### config.mk
export PLATFORM = sky130hd
export DESIGN_NAME = usb_link_mon
export DESIGN_NICKNAME = d
export VERILOG_FILES = /design/src/rtl/usb_link_mon_pkg.sv /design/src/rtl/usb_link_mon_tmr.sv /design/src/rtl/usb_link_mon.sv
export SDC_FILE = /design/constraint.sdc
export NUM_CORES = 1
export LEC_CHECK = 0
export ABC_CLOCK_PERIOD_IN_PS = 5100
export CAP_MARGIN = 20
export CORE_ASPECT_RATIO = 0.9
export CORE_UTILIZATION = 60
export CTS_CLUSTER_DIAMETER = 200
export DETAILED_ROUTE_END_ITERATION = 10
export GPL_TIMING_DRIVEN = 0
export PLACE_DENSITY = 0.78
export SLEW_MARGIN = 10
export SYNTH_ARGS = -nofsm -noshare
export SYNTH_HDL_FRONTEND = slang
export SYNTH_HIERARCHICAL = 1
export SYNTH_SLANG_ARGS = --single-unit
### constraint.sdc
create_clock -name clk -period 5.1 [get_ports clk]
set_input_delay 1.02 -clock clk [delete_from_list [all_inputs] [get_ports clk]]
set_output_delay 1.02 -clock clk [all_outputs]
set_load 0.01 [all_outputs]
### src/rtl/usb_link_mon_pkg.sv
// Shared state and event encodings for the USB full-speed link-state monitor.
// The CSR/event logic decodes link_state and evt_code with these same values.
package usb_link_mon_pkg;

  typedef enum logic [2:0] {
    LS_ACTIVE   = 3'd0,
    LS_RESET    = 3'd1,
    LS_SUSPEND  = 3'd2,
    LS_WAKE_DRV = 3'd3,
    LS_RESUME   = 3'd4
  } link_state_e;

  localparam logic [2:0] LE_NONE        = 3'd0;
  localparam logic [2:0] LE_SUSPEND     = 3'd1;
  localparam logic [2:0] LE_RESUME      = 3'd2;
  localparam logic [2:0] LE_RESET_START = 3'd3;
  localparam logic [2:0] LE_RESET_END   = 3'd4;
  localparam logic [2:0] LE_WAKE_DONE   = 3'd5;

endpackage

### src/rtl/usb_link_mon_tmr.sv
// Saturating up-counter with synchronous clear; done flags cnt == limit-1 and
// stays asserted while inc is held, since the count stops there.
module usb_link_mon_tmr #(
  parameter int CNT_W = 20
) (
  input  logic             clk,
  input  logic             rst_n,
  input  logic             clr,
  input  logic             inc,
  input  logic [CNT_W-1:0] limit,
  output logic             done
);

  logic [CNT_W-1:0] cnt;

  assign done = (cnt == (limit - 1'b1));

  always_ff @(posedge clk or negedge rst_n) begin
    if (!rst_n)
      cnt <= '0;
    else if (clr)
      cnt <= '0;
    else if (inc && !done)
      cnt <= cnt + 1'b1;
  end

endmodule

### src/rtl/usb_link_mon.sv
// USB full-speed link-state monitor: bus reset / suspend / resume detection,
// remote-wakeup K drive and an encoded one-cycle event stream.
//
//   state    | meaning
//   ACTIVE   | bus alive, watching for idle timeout
//   RESET    | SE0 held long enough, waiting for the line to leave SE0
//   SUSPEND  | bus idle, watching for host K or a pending remote wakeup
//   WAKE_DRV | device overrides the line with K
//   RESUME   | waiting for the host to release K
module usb_link_mon
  import usb_link_mon_pkg::*;
#(
  parameter int unsigned T_RESET     = 480000,
  parameter int unsigned T_SUSPEND   = 144000,
  parameter int unsigned T_WAKE_IDLE = 240000,
  parameter int unsigned T_WAKE_DRV  = 96000,
  parameter int unsigned T_K_DEB     = 48,
  parameter int          CNT_W       = 20
) (
  input  logic       clk,
  input  logic       rst_n,
  input  logic       rx_dp,
  input  logic       rx_dn,
  input  logic       rx_activity,
  input  logic       sof_stb,
  input  logic       wake_ena,
  input  logic       wake_req,
  output logic       tx_en,
  output logic       tx_dp,
  output logic       tx_dn,
  output logic [2:0] link_state,
  output logic       usb_reset,
  output logic       usb_suspend,
  output logic       evt_stb,
  output logic [2:0] evt_code
);

  link_state_e state_q, state_d;
  logic        wake_pend_q, wake_pend_d, wake_clr;
  logic        evt_fire;
  logic [2:0]  evt_sel, evt_code_q;
  logic        evt_stb_q;
  logic        se0_done, idle_done, k_done, drv_done;
  logic        line_se0, line_k, state_chg;
  logic [CNT_W-1:0] idle_limit;

  assign line_se0  = ~rx_dp & ~rx_dn;
  assign line_k    = ~rx_dp &  rx_dn;
  assign state_chg = (state_d != state_q);

  // idle and suspend timing share one counter; the limit follows the state
  assign idle_limit = (state_q == LS_SUSPEND) ? CNT_W'(T_WAKE_IDLE + 1)
                                              : CNT_W'(T_SUSPEND);

  usb_link_mon_tmr #(.CNT_W(CNT_W)) u_se0_tmr (
    .clk(clk), .rst_n(rst_n), .clr(~line_se0), .inc(line_se0),
    .limit(CNT_W'(T_RESET)), .done(se0_done)
  );

  usb_link_mon_tmr #(.CNT_W(CNT_W)) u_idle_tmr (
    .clk(clk), .rst_n(rst_n),
    .clr(state_chg | ((state_q == LS_ACTIVE) & (rx_activity | sof_stb))),
    .inc(1'b1), .limit(idle_limit), .done(idle_done)
  );

  usb_link_mon_tmr #(.CNT_W(CNT_W)) u_k_tmr (
    .clk(clk), .rst_n(rst_n), .clr(~line_k | (state_q != LS_SUSPEND)), .inc(1'b1),
    .limit(CNT_W'(T_K_DEB)), .done(k_done)
  );

  usb_link_mon_tmr #(.CNT_W(CNT_W)) u_drv_tmr (
    .clk(clk), .rst_n(rst_n), .clr(state_q != LS_WAKE_DRV), .inc(1'b1),
    .limit(CNT_W'(T_WAKE_DRV)), .done(drv_done)
  );

  always_ff @(posedge clk or negedge rst_n) begin
    if (!rst_n) begin
      state_q     <= LS_ACTIVE;
      wake_pend_q <= 1'b0;
      evt_stb_q   <= 1'b0;
      evt_code_q  <= LE_NONE;
    end else begin
      state_q     <= state_d;
      wake_pend_q <= wake_pend_d;
      evt_stb_q   <= evt_fire;
      if (evt_fire)
        evt_code_q <= evt_sel;
    end
  end

  always_comb begin
    state_d  = state_q;
    evt_fire = 1'b0;
    evt_sel  = LE_NONE;
    // the device's own K drive masks the bus-reset check
    if (line_se0 && se0_done && state_q != LS_RESET && state_q != LS_WAKE_DRV) begin
      state_d  = LS_RESET;
      evt_fire = 1'b1;
      evt_sel  = LE_RESET_START;
    end else begin
      case (state_q)
        LS_ACTIVE:
          if (idle_done && !(rx_activity || sof_stb)) begin
            state_d  = LS_SUSPEND;
            evt_fire = 1'b1;
            evt_sel  = LE_SUSPEND;
          end
        LS_RESET:
          if (!line_se0) begin
            state_d  = LS_ACTIVE;
            evt_fire = 1'b1;
            evt_sel  = LE_RESET_END;
          end
        LS_SUSPEND:
          if (line_k && k_done) begin
            state_d  = LS_RESUME;
            evt_fire = 1'b1;
            evt_sel  = LE_RESUME;
          end else if (wake_pend_q && wake_ena && idle_done && !line_k) begin
            state_d = LS_WAKE_DRV;
          end
        LS_WAKE_DRV:
          if (drv_done) begin
            state_d  = LS_RESUME;
            evt_fire = 1'b1;
            evt_sel  = LE_WAKE_DONE;
          end
        LS_RESUME:
          if (!line_k)
            state_d = LS_ACTIVE;
        default:
          state_d = LS_ACTIVE;
      endcase
    end
  end

  // a request in the same cycle as a clear wins
  always_comb begin
    wake_clr = ~wake_ena
             | (state_chg & (state_d == LS_WAKE_DRV))
             | (state_chg & (state_d == LS_RESET))
             | ((state_q == LS_RESUME) & (state_d == LS_ACTIVE));
    wake_pend_d = wake_req | (wake_pend_q & ~wake_clr);
  end

  always_comb begin
    tx_en       = 1'b0;
    tx_dp       = 1'b0;
    tx_dn       = 1'b0;
    usb_reset   = 1'b0;
    usb_suspend = 1'b0;
    case (state_q)
      LS_RESET:    usb_reset = 1'b1;
      LS_SUSPEND:  usb_suspend = 1'b1;
      LS_WAKE_DRV: begin
        usb_suspend = 1'b1;
        tx_en       = 1'b1;
        tx_dn       = 1'b1;
      end
      default: ;
    endcase
  end

  assign link_state = state_q;
  assign evt_stb    = evt_stb_q;
  assign evt_code   = evt_code_q;

endmodule

After elaboration in Yosys (flattened, before gate mapping)
Index checks and enable logic that the tools add are counted.
{ "op_classes": {"add_sub_neg": 5, "eq_ne": 18, "n_mux": 32, "bitwise_logic": 19, "n_reduce_logical": 16} }
{ "ops": {"columns": ["op", "n"], "rows": [
  ["20-bit two-way mux", 8],
  ["20-bit by 1-bit adder with 20-bit output (second input constant)", 4],
  ["3-bit two-way mux", 10],
  ["20-bit by 17-bit == test with 1-bit output (second input constant)", 1],
  ["20-bit by 19-bit == test with 1-bit output (second input constant)", 1],
  ["20-bit == test", 1],
  ["20-bit by 6-bit == test with 1-bit output (second input constant)", 1],
  ["18-bit by 1-bit subtractor with 19-bit output (second input constant)", 1],
  ["17-bit two-way mux", 1],
  ["3-bit one-hot mux with 5 select lines", 1],
  ["3-bit one-hot mux with 4 select lines", 1],
  ["3-bit by 2-bit == test with 1-bit output (second input constant)", 3],
  ["1-bit logical AND", 9],
  ["1-bit two-way mux", 9],
  ["2-bit by 1-bit != test with 1-bit output (second input constant)", 4],
  ["1-bit bitwise AND", 7],
  ["1-bit OR", 7],
  ["3-bit by 1-bit == test with 1-bit output (second input constant)", 2],
  ["3-bit logical NOT", 2],
  ["3-bit by 2-bit != test with 1-bit output (second input constant)", 2],
  ["1-bit NOT", 5],
  ["1-bit one-hot mux with 4 select lines", 1],
  ["3-bit == test (second input constant)", 1],
  ["1-bit logical NOT", 3],
  ["5 further kinds", 5]
]} }
{ "word_totals": {"register_bits": 88, "input_bits": 8, "out_inout_bits": 12} }

Logic depth before layout (Yosys ltp)
Gate-level depths: netlist of run 1.
{ "depth": {"ltp_word": 18, "ltp_mapped": 18, "depth_no_buf": 16} }

Hierarchy
Netlist of run 1, hierarchy kept.
{ "modules_own_cells": {"columns": ["mod", "n_inst", "cells_per_inst", "area_per_inst_um2", "seq_area_each_um2"], "rows": [
  ["usb_link_mon_tmr at u_drv_tmr ...", 3, 235, 1911.8, 500.5],
  ["usb_link_mon_tmr at u_se0_tmr", 1, 205, 1767.9, 500.5],
  ["usb_link_mon", 1, 66, 599.3, 200.2]
]} }

Least setup slack after synthesis of run 1
OpenSTA, ideal clock, no wires.
{ "synth_path": {"kind": "reg-to-reg", "from": "register state_q[2], in the netlist link_state[2]", "to": "register u_idle_tmr.cnt[10]", "t_arrival_ps": 3714, "required_time_ps": 4964, "slack_ps": 1250, "stages_incl_launch_ff": 19, "path_buffers": 3, "synth_period_minus_slack_ps": 3850, "path_cell_list": "dfrtp_1 buf_6 nor2_8 nand2_4 clkinv_4 inv_1 ha_1 nor2b_1 nand3b_1 xnor2_1 nor4_1 nand4_1 nor4b_1 nand4b_1 a2bb2oi_1 o2111ai_1 clkbuf_1 clkbuf_1 a21oi_1"} }
{ "synth_via": {"elab_chain_cells": 13} }
{ "synth_rtl": {"columns": ["element", "line", "text"], "rows": [
  ["start, declared", "usb_link_mon.sv:38", "link_state_e state_q, state_d;"],
  ["start signal, assigned", "usb_link_mon.sv:83", "state_q <= state_d;"],
  ["3-bit by 2-bit == test with 1-bit output *", "usb_link_mon.sv:52", "assign idle_limit = (state_q == LS_SUSPEND) ? CNT_W'(T_WAKE_IDLE + 1)"],
  ["17-bit two-way mux *", "usb_link_mon.sv:52", null],
  ["named net idle_limit[12]", "usb_link_mon.sv:45", "logic [CNT_W-1:0] idle_limit;"],
  ["18-bit by 1-bit subtractor with 19-bit output *", "usb_link_mon_tmr.sv:16", "assign done = (cnt == (limit - 1'b1));"],
  ["20-bit == test *", "usb_link_mon_tmr.sv:16", null],
  ["named net idle_done", "usb_link_mon.sv:43", "logic se0_done, idle_done, k_done, drv_done;"],
  ["1-bit logical AND (2 in series)", "usb_link_mon.sv:119", "end else if (wake_pend_q && wake_ena && idle_done && !line_k) begin"],
  ["3-bit two-way mux", "usb_link_mon.sv:119", null],
  ["3-bit two-way mux", "usb_link_mon.sv:115", "if (line_k && k_done) begin"],
  ["3-bit one-hot mux with 5 select lines", "usb_link_mon.sv:101", "case (state_q)"],
  ["3-bit two-way mux", "usb_link_mon.sv:96", "if (line_se0 && se0_done && state_q != LS_RESET && state_q != LS_WAKE_DRV) begin"],
  ["3-bit != test", "usb_link_mon.sv:49", "assign state_chg = (state_d != state_q);"],
  ["1-bit OR", "usb_link_mon.sv:62", ".clr(state_chg | ((state_q == LS_ACTIVE) & (rx_activity | sof_stb))),"],
  ["2-bit by 1-bit != test with 1-bit output (no line) / 20-bit two-way mux (equally long branches)", null, null],
  ["end signal, assigned", "usb_link_mon_tmr.sv:24", "cnt <= cnt + 1'b1;"],
  ["end, declared", "usb_link_mon_tmr.sv:14", "logic [CNT_W-1:0] cnt;"]
]} }
The timed path passes the listed nets; every way through them passes the cells marked *.
A chain may end at the register's enable or synchronous reset.

Final worst setup path of run 1
{ "layout_path": {"from": "register state_q[2], in the netlist link_state[2]", "to": "register u_idle_tmr.cnt[9]"} }
The elaborated chain is that of the path after synthesis.

==> results.yml, run 1 <==
outcome:
  status: "finished clean"
critical_path:
  critical_path.max_fanout: 20
  cp_slowest_stage_delay_ns: 0.53
  path_class: "reg -> reg"
  crit_path_end_kind: "register"
  critical_path.most_common_cell: "sky130_fd_sc_hd__clkbuf_2"
  cp_cell_sequence: "buf_6 -> nor2_8 -> nand2_4 -> clkinv_4 -> inv_1 -> ha_1 -> nor2b_1 -> nand3b_1 -> xnor2_1 -> nor4_1 -> nand4_1 -> nor4b_2 -> nand4b_1 -> a2bb2oi_1 -> o2111ai_1 -> clkbuf_2 -> clkbuf_2 -> a21oi_1"
  worst_setup_path_start_kind: "register"
  cp.arrival_ns: 4.95
  worstPathRequired_ns: 5.32
  cpMaxStageDelayCell: "sky130_fd_sc_hd__nor4_1"
  critical_path.reg2reg.startpoint: "link_state[2]$_DFF_PN0_"
  reg2reg_setup_slack_ns: 0.37
  worst-r2r-cell-count: 18
  critical_path.reg2reg.endpoint: "u_idle_tmr/cnt[9]$_DFFE_PN0P_"
pwr:
  sequential_fraction_of_design_power: 0.429
  leakage_power_summed_over_all_cells_nw: 4.06
  total_switching_power_uw: 416
  swShare: 0.254
  share_comb_of_total_power: 0.130
  power_density_normalized_to_cell_area_nw_per_um2: 164
  pwr-share-clk: 0.440
  totalPowerFinal_mw: 1.64
  internal-power_mw: 1.22
  vdd.ir_drop.worst_v: 0.000204
place:
  routabilityCongestion: 0.869
  port_buffers: 18
  post-dp-hpwl_um: 14800
logic_synthesis:
  syn_avg_cell_area_um2: 8.30
  area_contributors_post_synth: "sky130_fd_sc_hd__dfrtp_1 (27%), sky130_fd_sc_hd__xnor2_1 (6.3%), sky130_fd_sc_hd__a21oi_1 (5.1%)"
  synth_enable_flop_cells: 0
  synth_top_flop_cell: "sky130_fd_sc_hd__dfrtp_1"
  synth_seq_area_share: 0.272
  most_frequent_cell_after_synthesis: "sky130_fd_sc_hd__dfrtp_1"
  synthesis.instances: 976
  synth.yosys.warnings: 6
  post_synth_instance_area_um2: 8100
  synth.distinct_cells: 83
  synth_largest_type_area_fraction: 0.272
  yosys_register_bits: 88
  synth_area_leader_cell: "sky130_fd_sc_hd__dfrtp_1"
  ys_async_sr_fraction: 1.00
  post_synth_most_frequent_cells: "sky130_fd_sc_hd__dfrtp_1 (88), sky130_fd_sc_hd__a21oi_1 (83), sky130_fd_sc_hd__nor2_1 (60)"
floorplanning:
  dieHeight_um: 112
  initial_util: 0.627
  core_area_um2: 12900
  die_x_um: 124
  placement_rows: 39
  fp.dieArea_um2: 14000
  design.portCount: 20
timing:
  timing.max_slew.rel_slack: 0.369
  period_minus_slack_ns: 4.73
  max_freq_mhz: 211
  slew_violations: 0
  tightestPinTransition_ns: 0.933
  fin_crit_sh: 0.928
  rsz0062_at_grt: "false"
  finalSetupViolCount: 0
  fin_hold_ws_ns: 0.538
  finalHoldViolCount: 0
  skew_ns: 0.00540
clocking:
  cts_root_buffer: "sky130_fd_sc_hd__clkbuf_16"
  cts.sinks: 88
  clkTransAtPathRegs_ns: 0.06
  tritoncts: "done"
  total_clock_buffers_created_by_cts: 9
  cts.htree.levels: 3
  clk-insertion-delay-late_ns: 0.34
  cts_buffer_depth: 2
min_path:
  hold_path_startpoint: "wake_pend_q$_DFF_PN0_"
  hold_path.class: "reg -> reg"
  worst_hold_path.num_cells: 1
  worstHoldEndpoint: "wake_pend_q$_DFF_PN0_"
global_route:
  track_usage: 0.295
  grt_pass1_wl_um: 34200
  grt_pass1_vias: 7543
  grt_overflow_total: 0
  grt_start_max_net_pins: 63
  grt_antenna_before_repair: 0
layout:
  layout-area-overhead-vs-synth_pct: 23.3
  nFillCells: 1010
  layout.nets: 1327
  n_antenna_cell: 0
  drive_gt1_frac: 0.0653
route:
  finalWirelength_um: 19900
  route.vias.total: 8110
  post_drt_wl_per_cell_um: 13.4
  detailedRoute.firstIterationViolations: 520
  drc: 0
  route.detailed.vias_per_inst: 5.48
  first_pass_iters: 6
  antenna_violating_nets_post_route: 0
run:
  max-cap-violations: 0
==> cell type report <==
type / count / area [µm²] / share of cell area
Multi-Input combinational cell: 1104 / 6630 / 0.663
Sequential cell: 88 / 2200 / 0.220
Buffer: 48 / 268 / 0.0268
Clock buffer: 11 / 243 / 0.0243
Timing Repair Buffer: 19 / 205 / 0.0205
Tap cell: 164 / 205 / 0.0205
Inverter: 41 / 159 / 0.0159
Clock inverter: 5 / 80.1 / 0.00802
==> power by group through the flow <==
stage | sequential (mW) | clock (mW) | combinational [mW]
4_1_cts | 0.702 | 0.736 | 0.200
5_1_grt | 0.702 | 0.758 | 0.247
2_1_floorplan | 0.715 | 0 | 0.157
3_3_place_gp | 0.715 | 0 | 0.195
3_5_place_dp | 0.715 | 0 | 0.199
6_report | 0.702 | 0.720 | 0.213
==> flip-flops by register name, indices dropped and copies added (netlist names) <==
signal / cells
evt_code: 3
evt_stb: 1
link_state: 3
u_drv_tmr/cnt: 20
u_idle_tmr/cnt: 20
u_k_tmr/cnt: 20
u_se0_tmr/cnt: 20
wake_pend_q: 1
==> worst max-delay path by stage <==
stage | slack [ns] | start | end
finish | 0.37 | link_state[2]$_DFF_PN0_ | u_idle_tmr/cnt[9]$_DFFE_PN0P_
global route | 0.13 | link_state[2]$_DFF_PN0_ | u_idle_tmr/cnt[7]$_DFFE_PN0P_
CTS | 0.13 | link_state[2]$_DFF_PN0_ | u_idle_tmr/cnt[9]$_DFFE_PN0P_
detailed placement | -0.01 | link_state[2]$_DFF_PN0_ | u_idle_tmr/cnt[9]$_DFFE_PN0P_
global placement | -0.45 | rst_n | u_se0_tmr/cnt[5]$_DFFE_PN0P_
floorplan | 1.25 | link_state[2]$_DFF_PN0_ | u_idle_tmr/cnt[10]$_DFFE_PN0P_
==> through the flow <==
step                      area, µm²  utilization  setup TNS [ns]  setup slack, ns  std cells
after detailed placement       9660        0.747         -0.0300          -0.0143       1464
final                          9990        0.773               0            0.365       1480
after floorplan                9250            -               0             1.25       1281
after global placement         9630        0.745          -38.51           -0.448       1463
after global routing           9990        0.773               0            0.129       1480
after CTS                      9990        0.772               0            0.134       1480
==> layer usage <==
metal,vias up,share of wire,track usage
met3,18,0.058,0.0491
met5,-,0,0
li1,4113,-,-
met4,0,0.010,0.0683
met1,3731,0.45,0.387
met2,248,0.49,0.508
==> critical path: cells and delay by family (launching register included) <==
kind | cells | cell delay (ns)
AND/OR/NAND/NOR | 8 | 2.26
buffers and inverters | 5 | 1.07
AO/OA/AOI/OAI | 3 | 0.49
flip-flops | 1 | 0.41
adder cells (fa/ha/maj) | 1 | 0.23
XOR/XNOR | 1 | 0.14
==> layout by cell type (no fill, tap or decap), types with 11 or more instances in the layout <==
cell and instances:
sky130_fd_sc_hd__xor2_1 30, sky130_fd_sc_hd__mux2i_1 11, sky130_fd_sc_hd__a211oi_1 12, sky130_fd_sc_hd__xnor2_1 58, sky130_fd_sc_hd__a31oi_1 13, sky130_fd_sc_hd__clkbuf_1 30, sky130_fd_sc_hd__nand4_1 44, sky130_fd_sc_hd__nand2_1 50
sky130_fd_sc_hd__dfrtp_1 88, sky130_fd_sc_hd__o21ai_0 18, sky130_fd_sc_hd__o21ai_1 25, sky130_fd_sc_hd__conb_1 307, sky130_fd_sc_hd__and3_1 12, sky130_fd_sc_hd__nor4_1 20, sky130_fd_sc_hd__nor2b_1 13, sky130_fd_sc_hd__nor2_1 60
sky130_fd_sc_hd__clkdlybuf4s50_1 17, sky130_fd_sc_hd__or4_1 44, sky130_fd_sc_hd__or3_1 26, sky130_fd_sc_hd__o31ai_1 47, sky130_fd_sc_hd__nand3_1 40, sky130_fd_sc_hd__a21oi_1 83, sky130_fd_sc_hd__nand2b_1 20, sky130_fd_sc_hd__inv_1 39
==> kinds of logic after synthesis <==
kind of cell / after synthesis / synth area share
AO/OA/AOI/OAI: 268 / 0.222
multiplexers: 18 / 0.0252
flip-flops: 88 / 0.272
adder cells (fa/ha/maj): 8 / 0.0124
AND/OR/NAND/NOR: 414 / 0.318
XOR/XNOR: 89 / 0.0979
buffers and inverters: 89 / 0.0523
other: 2 / 0.000927
==> repair_timing <==
item / 4_1_cts / 5_1_grt
endpoints found under the setup margin: 10 / 10
resized for setup: 1 / 4
gates cloned: 0 / 0
setup buffers: 0 / 0
hold buffers: 0 / 0
endpoints found under the hold margin: 0 / 0
Note: power is estimated with default switching activity, not from simulation.
==> run 2, diff against run 1 <==
--- a/config.mk
+++ b/config.mk
@@ -13,6 +13,7 @@
 export DETAILED_ROUTE_END_ITERATION = 10
 export GPL_TIMING_DRIVEN = 0
 export PLACE_DENSITY = 0.78
+export SKIP_CTS_REPAIR_TIMING = 1
 export SLEW_MARGIN = 10
 export SYNTH_ARGS = -nofsm -noshare
 export SYNTH_HDL_FRONTEND = slang
==> results.yml, run 2 (same netlist as run 1, synthesis figures left out) <==
outcome:
  status: "finished clean"
critical_path:
  cp_cell_sequence: "buf_6 -> nor2_8 -> nand2_4 -> clkinv_4 -> inv_1 -> ha_1 -> nor2b_1 -> nand3b_1 -> xnor2_1 -> nor4_1 -> nand4_1 -> nor4b_2 -> nand4b_1 -> a2bb2oi_1 -> o2111ai_1 -> clkbuf_2 -> clkbuf_2 -> a21oi_1"
  path_class: "reg -> reg"
  worst_setup_path_start_kind: "register"
  cp.arrival_ns: 4.96
  critical_path.most_common_cell: "sky130_fd_sc_hd__clkbuf_2"
  critical_path.max_fanout: 20
  path_buf_inv: 5
  cp_slowest_stage_delay_ns: 0.53
  cpMaxStageDelayCell: "sky130_fd_sc_hd__nor4_1"
  critPathTopFamily: "simple AND/OR/NAND/NOR gates"
  worstPathRequired_ns: 5.32
  crit_path_end_kind: "register"
global_route:
  track_usage: 0.295
  grt_pass1_vias: 7544
  grt_overflow_total: 0
  grt_start_max_net_pins: 63
  grt_antenna_before_repair: 0
  grt_pass1_wl_um: 34300
route:
  route.vias.total: 8100
  route.detailed.vias_per_inst: 5.47
  antenna_violating_nets_post_route: 0
  first_pass_iters: 6
  drc: 0
  finalWirelength_um: 19800
  post_drt_wl_per_cell_um: 13.4
  detailedRoute.firstIterationViolations: 510
timing:
  rsz0062_at_grt: "false"
  skew_ns: 0.00576
  tightestPinTransition_ns: 0.943
  fin_crit_sh: 0.929
  timing.max_slew.rel_slack: 0.363
  fin_hold_ws_ns: 0.538
  period_minus_slack_ns: 4.74
  finalHoldViolCount: 0
  slew_violations: 0
  finalSetupViolCount: 0
  max_freq_mhz: 211
floorplanning:
  fp.dieArea_um2: 14000
  initial_util: 0.627
  placement_rows: 39
  dieHeight_um: 112
  die_x_um: 124
  core_area_um2: 12900
  design.portCount: 20
pwr:
  sequential_fraction_of_design_power: 0.429
  totalPowerFinal_mw: 1.64
  power_density_normalized_to_cell_area_nw_per_um2: 164
  total_switching_power_uw: 417
  share_comb_of_total_power: 0.130
  pwr-share-clk: 0.441
  swShare: 0.255
  vdd.ir_drop.worst_v: 0.000204
  leakage_power_summed_over_all_cells_nw: 4.06
  internal-power_mw: 1.22
clocking:
  tritoncts: "done"
  cts.sinks: 88
  cts.htree.levels: 3
  clk-insertion-delay-late_ns: 0.34
  cts_root_buffer: "sky130_fd_sc_hd__clkbuf_16"
  clkTransAtPathRegs_ns: 0.06
  cts_buffer_depth: 2
  total_clock_buffers_created_by_cts: 9
run:
  max-cap-violations: 0
place:
  postPlaceCellArea_um2: 9660
  routabilityCongestion: 0.869
  post-dp-hpwl_um: 14800
  port_buffers: 18
layout:
  layout_commonest_cell: "sky130_fd_sc_hd__conb_1"
  utilization_after_layout: 0.773
  n_antenna_cell: 0
  layout-area-overhead-vs-synth_pct: 23.3
  drive_gt1_frac: 0.0653
  layout.nets: 1327
  final_design_area_no_fill_um2: 9990
  most-common-layout-cells: "sky130_fd_sc_hd__conb_1 (307), sky130_fd_sc_hd__dfrtp_1 (88), sky130_fd_sc_hd__a21oi_1 (83)"
min_path:
  hold_path.class: "reg -> reg"
## run 2: stage by stage
stage | instances | setup slack, ns | TNS [ns]
after global placement | 1463 | -0.448 | -38.51
after CTS | 1480 | -0.0523 | -0.401
final | 1480 | 0.363 | 0
after global routing | 1480 | 0.129 | 0
after floorplan | 1281 | 1.25 | 0
after detailed placement | 1464 | -0.0143 | -0.0300
## run 2: routing by layer
metal	vias up	wire [µm]	track usage
li1	4109	-	-
met1	3733	8850	0.388
met2	244	9650	0.508
met3	14	1150	0.0491
met4	0	192	0.0683
met5	-	0	0
## run 2: worst paths after layout
kind                                              start                             to  slack (ns)  cells after the start
worst min-delay path              wake_pend_q$_DFF_PN0_          wake_pend_q$_DFF_PN0_        0.54                      1
min in group asynchronous                         rst_n  u_drv_tmr/cnt[15]$_DFFE_PN0P_        0.60                      1
worst max register to register  link_state[2]$_DFF_PN0_  u_idle_tmr/cnt[9]$_DFFE_PN0P_        0.36                     18
worst min register to register    wake_pend_q$_DFF_PN0_          wake_pend_q$_DFF_PN0_        0.54                      1
max in group asynchronous                         rst_n   u_se0_tmr/cnt[7]$_DFFE_PN0P_        3.87                      2
worst max-delay path            link_state[2]$_DFF_PN0_  u_idle_tmr/cnt[9]$_DFFE_PN0P_        0.36                     18
## run 2: final cells by class
class,count,area [µm²]
clock inverter,5,80.1
sequential,88,2200
inverter,41,159
multi-input combinational,1104,6630
clock buffer,11,243
fill,1010,2940
timing repair buffer,19,205
buffer,48,268
tap,164,205
## run 2: power groups by stage
stage | Combinational (mW) | Sequential, mW | Clock, mW
floorplan | 0.157 | 0.715 | 0
global route | 0.247 | 0.702 | 0.758
detailed placement | 0.199 | 0.715 | 0
global placement | 0.195 | 0.715 | 0
CTS | 0.200 | 0.702 | 0.736
finish | 0.213 | 0.702 | 0.721
